==> src/rtl/fir4csa_inv_u.sv <==
// Inverse of the 4-tap moving-sum FIR: a[n] = s[n] - s[n-1] + a[n-4].
// A sum stream that decodes outside [0, 2^w-1] latches a fault until clear or reset.

module fir4csa_cska #(
  parameter int W = 20,
  parameter int B = 4
) (
  input  logic [W-1:0] a,
  input  logic [W-1:0] b,
  input  logic         cin,
  output logic [W-1:0] sum
);
  localparam int NB = (W + B - 1) / B;
  localparam int WP = NB * B;

  logic [WP-1:0] ap, bp, sp;

  assign ap = WP'(a);
  assign bp = WP'(b);

  // Ripple inside each block; a fully propagating block forwards its carry-in.
  always_comb begin
    logic c, cb, p, x;
    c  = cin;
    cb = 1'b0;
    p  = 1'b0;
    x  = 1'b0;
    sp = '0;
    for (int i = 0; i < NB; i++) begin
      cb = c;
      p  = 1'b1;
      for (int j = 0; j < B; j++) begin
        x            = ap[i*B+j] ^ bp[i*B+j];
        sp[i*B+j]    = x ^ c;
        c            = (ap[i*B+j] & bp[i*B+j]) | (x & c);
        p            = p & x;
      end
      if (p) c = cb;
    end
  end

  assign sum = sp[W-1:0];
endmodule

module fir4csa_inv_u #(
  parameter int w = 16
) (
  input  logic         clk,
  input  logic         reset,
  input  logic         clear,
  input  logic         in_valid,
  input  logic [w+1:0] s_in,
  output logic         out_valid,
  output logic [w-1:0] a_out,
  output logic         err
);
  typedef enum logic {RUN = 1'b0, FAULT = 1'b1} state_t;

  state_t              state;
  logic [w+1:0]        s_prev;
  logic [3:0][w-1:0]   hist;
  logic [w+3:0]        diff, d;
  logic                ok;

  // Two's-complement subtract via inverted operand and carry-in.
  fir4csa_cska #(.W(w+4)) u_sub (
    .a   ({2'b00, s_in}),
    .b   (~{2'b00, s_prev}),
    .cin (1'b1),
    .sum (diff)
  );

  fir4csa_cska #(.W(w+4)) u_add (
    .a   (diff),
    .b   ({4'b0000, hist[3]}),
    .cin (1'b0),
    .sum (d)
  );

  assign ok = (d[w+3:w] == 4'b0000);

  always_ff @(posedge clk or negedge reset) begin
    if (!reset) begin
      state     <= RUN;
      s_prev    <= '0;
      hist      <= '0;
      out_valid <= 1'b0;
      a_out     <= '0;
      err       <= 1'b0;
    end else if (clear) begin
      state     <= RUN;
      s_prev    <= '0;
      hist      <= '0;
      out_valid <= 1'b0;
      err       <= 1'b0;
    end else begin
      out_valid <= 1'b0;
      case (state)
        RUN: begin
          if (in_valid) begin
            if (ok) begin
              a_out     <= d[w-1:0];
              out_valid <= 1'b1;
              hist      <= {hist[2:0], d[w-1:0]};
              s_prev    <= s_in;
            end else begin
              state <= FAULT;
              err   <= 1'b1;
            end
          end
        end
        FAULT: err <= 1'b1;
        default: state <= RUN;
      endcase
    end
  end
endmodule

==> config.mk <==
export PLATFORM = sky130hd
export DESIGN_NAME = fir4csa_inv_u
export DESIGN_NICKNAME = d
export VERILOG_FILES = /design/src/rtl/fir4csa_inv_u.sv
export SDC_FILE = /design/constraint.sdc
export NUM_CORES = 1
export LEC_CHECK = 0
export BUFFER_PORTS_ARGS = -buffer_cell sky130_fd_sc_hd__buf_2
export CAP_MARGIN = 10
export CORE_MARGIN = 4
export CORE_UTILIZATION = 61
export DETAILED_ROUTE_END_ITERATION = 10
export PLACE_DENSITY = 0.81
export SYNTH_ARGS = -nofsm -noshare
export SYNTH_HDL_FRONTEND = slang
export SYNTH_SLANG_ARGS = --single-unit
==> constraint.sdc <==
create_clock -name clk -period 12.43 [get_ports clk]
set_input_delay 0 -clock clk [delete_from_list [all_inputs] [get_ports clk]]
set_output_delay 0 -clock clk [all_outputs]
set_load 0.01 [all_outputs]
==> results.cfg <==
[worst_setup_path]
critPathRequiredTime_ps = 12680
reg2reg_capture_point = a_out[5]$_DFFE_PN0P_
number_of_buffer_and_inverter_stages_on_the_critical_path = 4
cp.depth = 35
cpPeakStageDelay_ps = 820
timing.critical_path.to_type = flip-flop
timing.critical_path.max_delay_family = adder cells
worst_setup_sp_type = input pin
regToRegSetupSlack_ps = 1480
worst_path_max_delay_cell = sky130_fd_sc_hd__or4b_4
crit_path_most_repeated_cell = sky130_fd_sc_hd__fa_1
timing.critical_path.arrival_ps = 11230
timing.reg2reg.worst_path_depth = 32
worst_r2r_startpoint = s_prev[0]$_DFFE_PN0P_
timing_worst_setup_path_type = input pin to flip-flop
cp_max_fo = 83

[pwr]
netSwitchingFraction = 0.318
combPwrFrac = 0.282
switchingPower_uw = 280
internal_power_uw = 599
power.share.clock = 0.280
pwr-share-seq = 0.439
cell_leakage_power_uw = 0.00266
cellPowerDensity_nw_per_um2 = 141
vdd.ir_drop.worst_mv = 0.0756

[detailed_routing]
wl_per_cell_um = 18.0
via_count = 4178
post_drt_via_cell_ratio = 6.18
wirelength_um = 12200
drt_iter0_drc = 342
drc = 0
drt_pre_antenna_iters = 5
drt.antenna.violating_nets = 0

[synth]
synth_compound_area_frac = 0.165
synth_seq_cells = 101
mappedNetlistNets = 621
post_synth_num_cell_types = 30
synthesis.instances = 533
synthMuxAreaShare = 0.0385
synthSimpleGateAreaFrac = 0.0986
synthFlopType = sky130_fd_sc_hd__dfrtp_1
post_synth_instance_area_um2 = 5560
synth_adder_area_share = 0.192
dominant_combinational_cell_family_by_area_after_synthesis = adder cells
synth_area_leaders = sky130_fd_sc_hd__dfrtp_1, sky130_fd_sc_hd__fa_1, sky130_fd_sc_hd__a21oi_1
yosysWarnings = 0
synth.largest_area_cell = sky130_fd_sc_hd__dfrtp_1
post_synth_edffs = 0
syn_area_per_cell_um2 = 10.4
share_of_the_synthesized_area_in_the_top_cell_type = 0.455
synth_xor_xnor_area_share = 0.00315
synth_async_sr_flop_share = 1.00
synth.yosys.seq_area_share = 0.455

[final_layout]
layout.cells.most_common_list = sky130_fd_sc_hd__dfrtp_1, sky130_fd_sc_hd__a21oi_1, sky130_fd_sc_hd__nand3_1, sky130_fd_sc_hd__o21ai_0, sky130_fd_sc_hd__buf_2
final_core_utilization = 0.707
layout.cells.most_common = sky130_fd_sc_hd__dfrtp_1
antenna_fix_cells = 0
post_route_cells_drive_above_1_share = 0.143
filler_cell_count = 614
nets = 652
syn_to_final_growth_pct = 11.9

[clock_tree]
clock_sinks = 101
cts_tree = done
clock_tree.root_cell = sky130_fd_sc_hd__clkbuf_8
cts-buffers-inserted = 9
clock_tree.buffer_depth = 2
path_clk_slew_ps = 100
h_tree_depth = 3
cts.repair_timing.setup_buffer_count = 0
postCtsHoldBufs = 20
clock_latency_at_the_later_pin_of_the_worst_skew_pair_ps = 360
post_cts_resize_count = 0

[timing]
final.period_utilization = 0.883
timing_worst_slew_pin_value_ps = 908
timing.final.hold_violations = 0
max-slew-margin-rel = 0.395
final.min_clock_period_ps = 10980
slew_violations = 0
tns_ps = 0
worst_clock_skew_on_the_final_layout_ps = 7.83
finalSetupViolCount = 0
rsz0062_at_grt = no
max_freq_mhz = 91.1

[min_path]
min_path_type = input pin to async pin

[global_route]
grt_remaining_overflow = 0
globalRouteMet2Util = 0.392
use_met3 = 0.0443
grt_antenna_before_repair = 0
grt_start_max_net_pins = 86
first_pass_grt_wire_length_um = 20300
busiest_layer = met2
global_route.usage.met1 = 0.344
globalRouteTotalUtil = 0.244
grt_pass1_vias = 4095

[floorplanning]
io-pin-count = 40
die_h_um = 103
rows = 34
start_util = 0.631
design.core.area_um2 = 8810
design.die.area_um2 = 10700
fp.dieW_um = 103

[job]
max_cap_viol_count = 0

[placed_design]
placement.io_buffers = 39
globalplace.congestion = 0.809
dpl.hpwl_um = 7740

[outcome]
result_of_the_run = completed
## synth_stat cells (all sizes together), types with 2 or more instances
cell type / instances
a31oi: 2
o21ai: 82
nor2: 4
nand3: 82
inv: 24
mux2: 16
clkbuf: 37
nand4: 4
ha: 34
dfrtp: 101
buf: 8
a21oi: 85
a41o: 3
fa: 32
o31ai: 2
nand2: 3
and4: 4
## state kept, by name, summed over array words and instances (netlist names)
| name | cells |
|---|---|
| hist | 64 |
| state | 1 |
| out_valid | 1 |
| a_out | 16 |
| s_prev | 18 |
| err | 1 |
## worst max-delay path by stage
stage,startpoint,endpoint,slack [ps]
floorplan,s_prev[0]$_DFFE_PN0P_,a_out[0]$_DFFE_PN0P_,2680
global placement,s_prev[0]$_DFFE_PN0P_,a_out[6]$_DFFE_PN0P_,1760
detailed placement,s_prev[0]$_DFFE_PN0P_,a_out[5]$_DFFE_PN0P_,1510
CTS,s_in[0],a_out[5]$_DFFE_PN0P_,1470
global route,s_in[0],a_out[5]$_DFFE_PN0P_,1090
finish,s_in[0],a_out[5]$_DFFE_PN0P_,1450
## layer usage
metal	vias to the layer above	wire [µm]	part of all wire
met2	130	6130	0.50
met5	-	0	0
met3	16	702	0.058
met1	2111	5170	0.42
li1	1921	-	-
met4	0	175	0.014
## area by class of cell
type,instances,area (µm²),share of cell area
multi-input cells,363,2790,0.449
flip-flops and latches,101,2530,0.406
repair buffers,65,443,0.0712
well taps,108,135,0.0217
clock buffers,9,124,0.0199
clock inverters,6,111,0.0179
inverters,24,90.1,0.0145
## stage by stage
step / setup WS (ps) / hold WS [ps] / power, µW / cell area, µm² / std cells
6_report: 1450 / 128 / 879 / 6220 / 676
5_1_grt: 1090 / 147 / 927 / 6220 / 676
4_1_cts: 1470 / 137 / 885 / 6220 / 676
3_5_place_dp: 1510 / -14.9 / 634 / 5790 / 641
3_3_place_gp: 1760 / -22.7 / 622 / 5790 / 641
2_1_floorplan: 2680 / -296 / 546 / 5560 / 533
## power groups by stage
stage                     Combinational, µW  Sequential (µW)  Clock (µW)
after global placement                  231              391           0
after detailed placement                241              393           0
after floorplan                         144              402           0
after CTS                               248              386         251
final                                   248              386         246
after global routing                    273              390         263
## kinds of logic (layout without fill, tap and decap cells)
group | Yosys count | in the layout
mux | 16 | 16
compound gates | 177 | 177
simple gates | 102 | 102
xor+xnor | 2 | 2
flops | 101 | 101
fa+ha+maj | 66 | 66
buf+inv | 69 | 104
No activity file was read; power rests on OpenSTA's default activity.
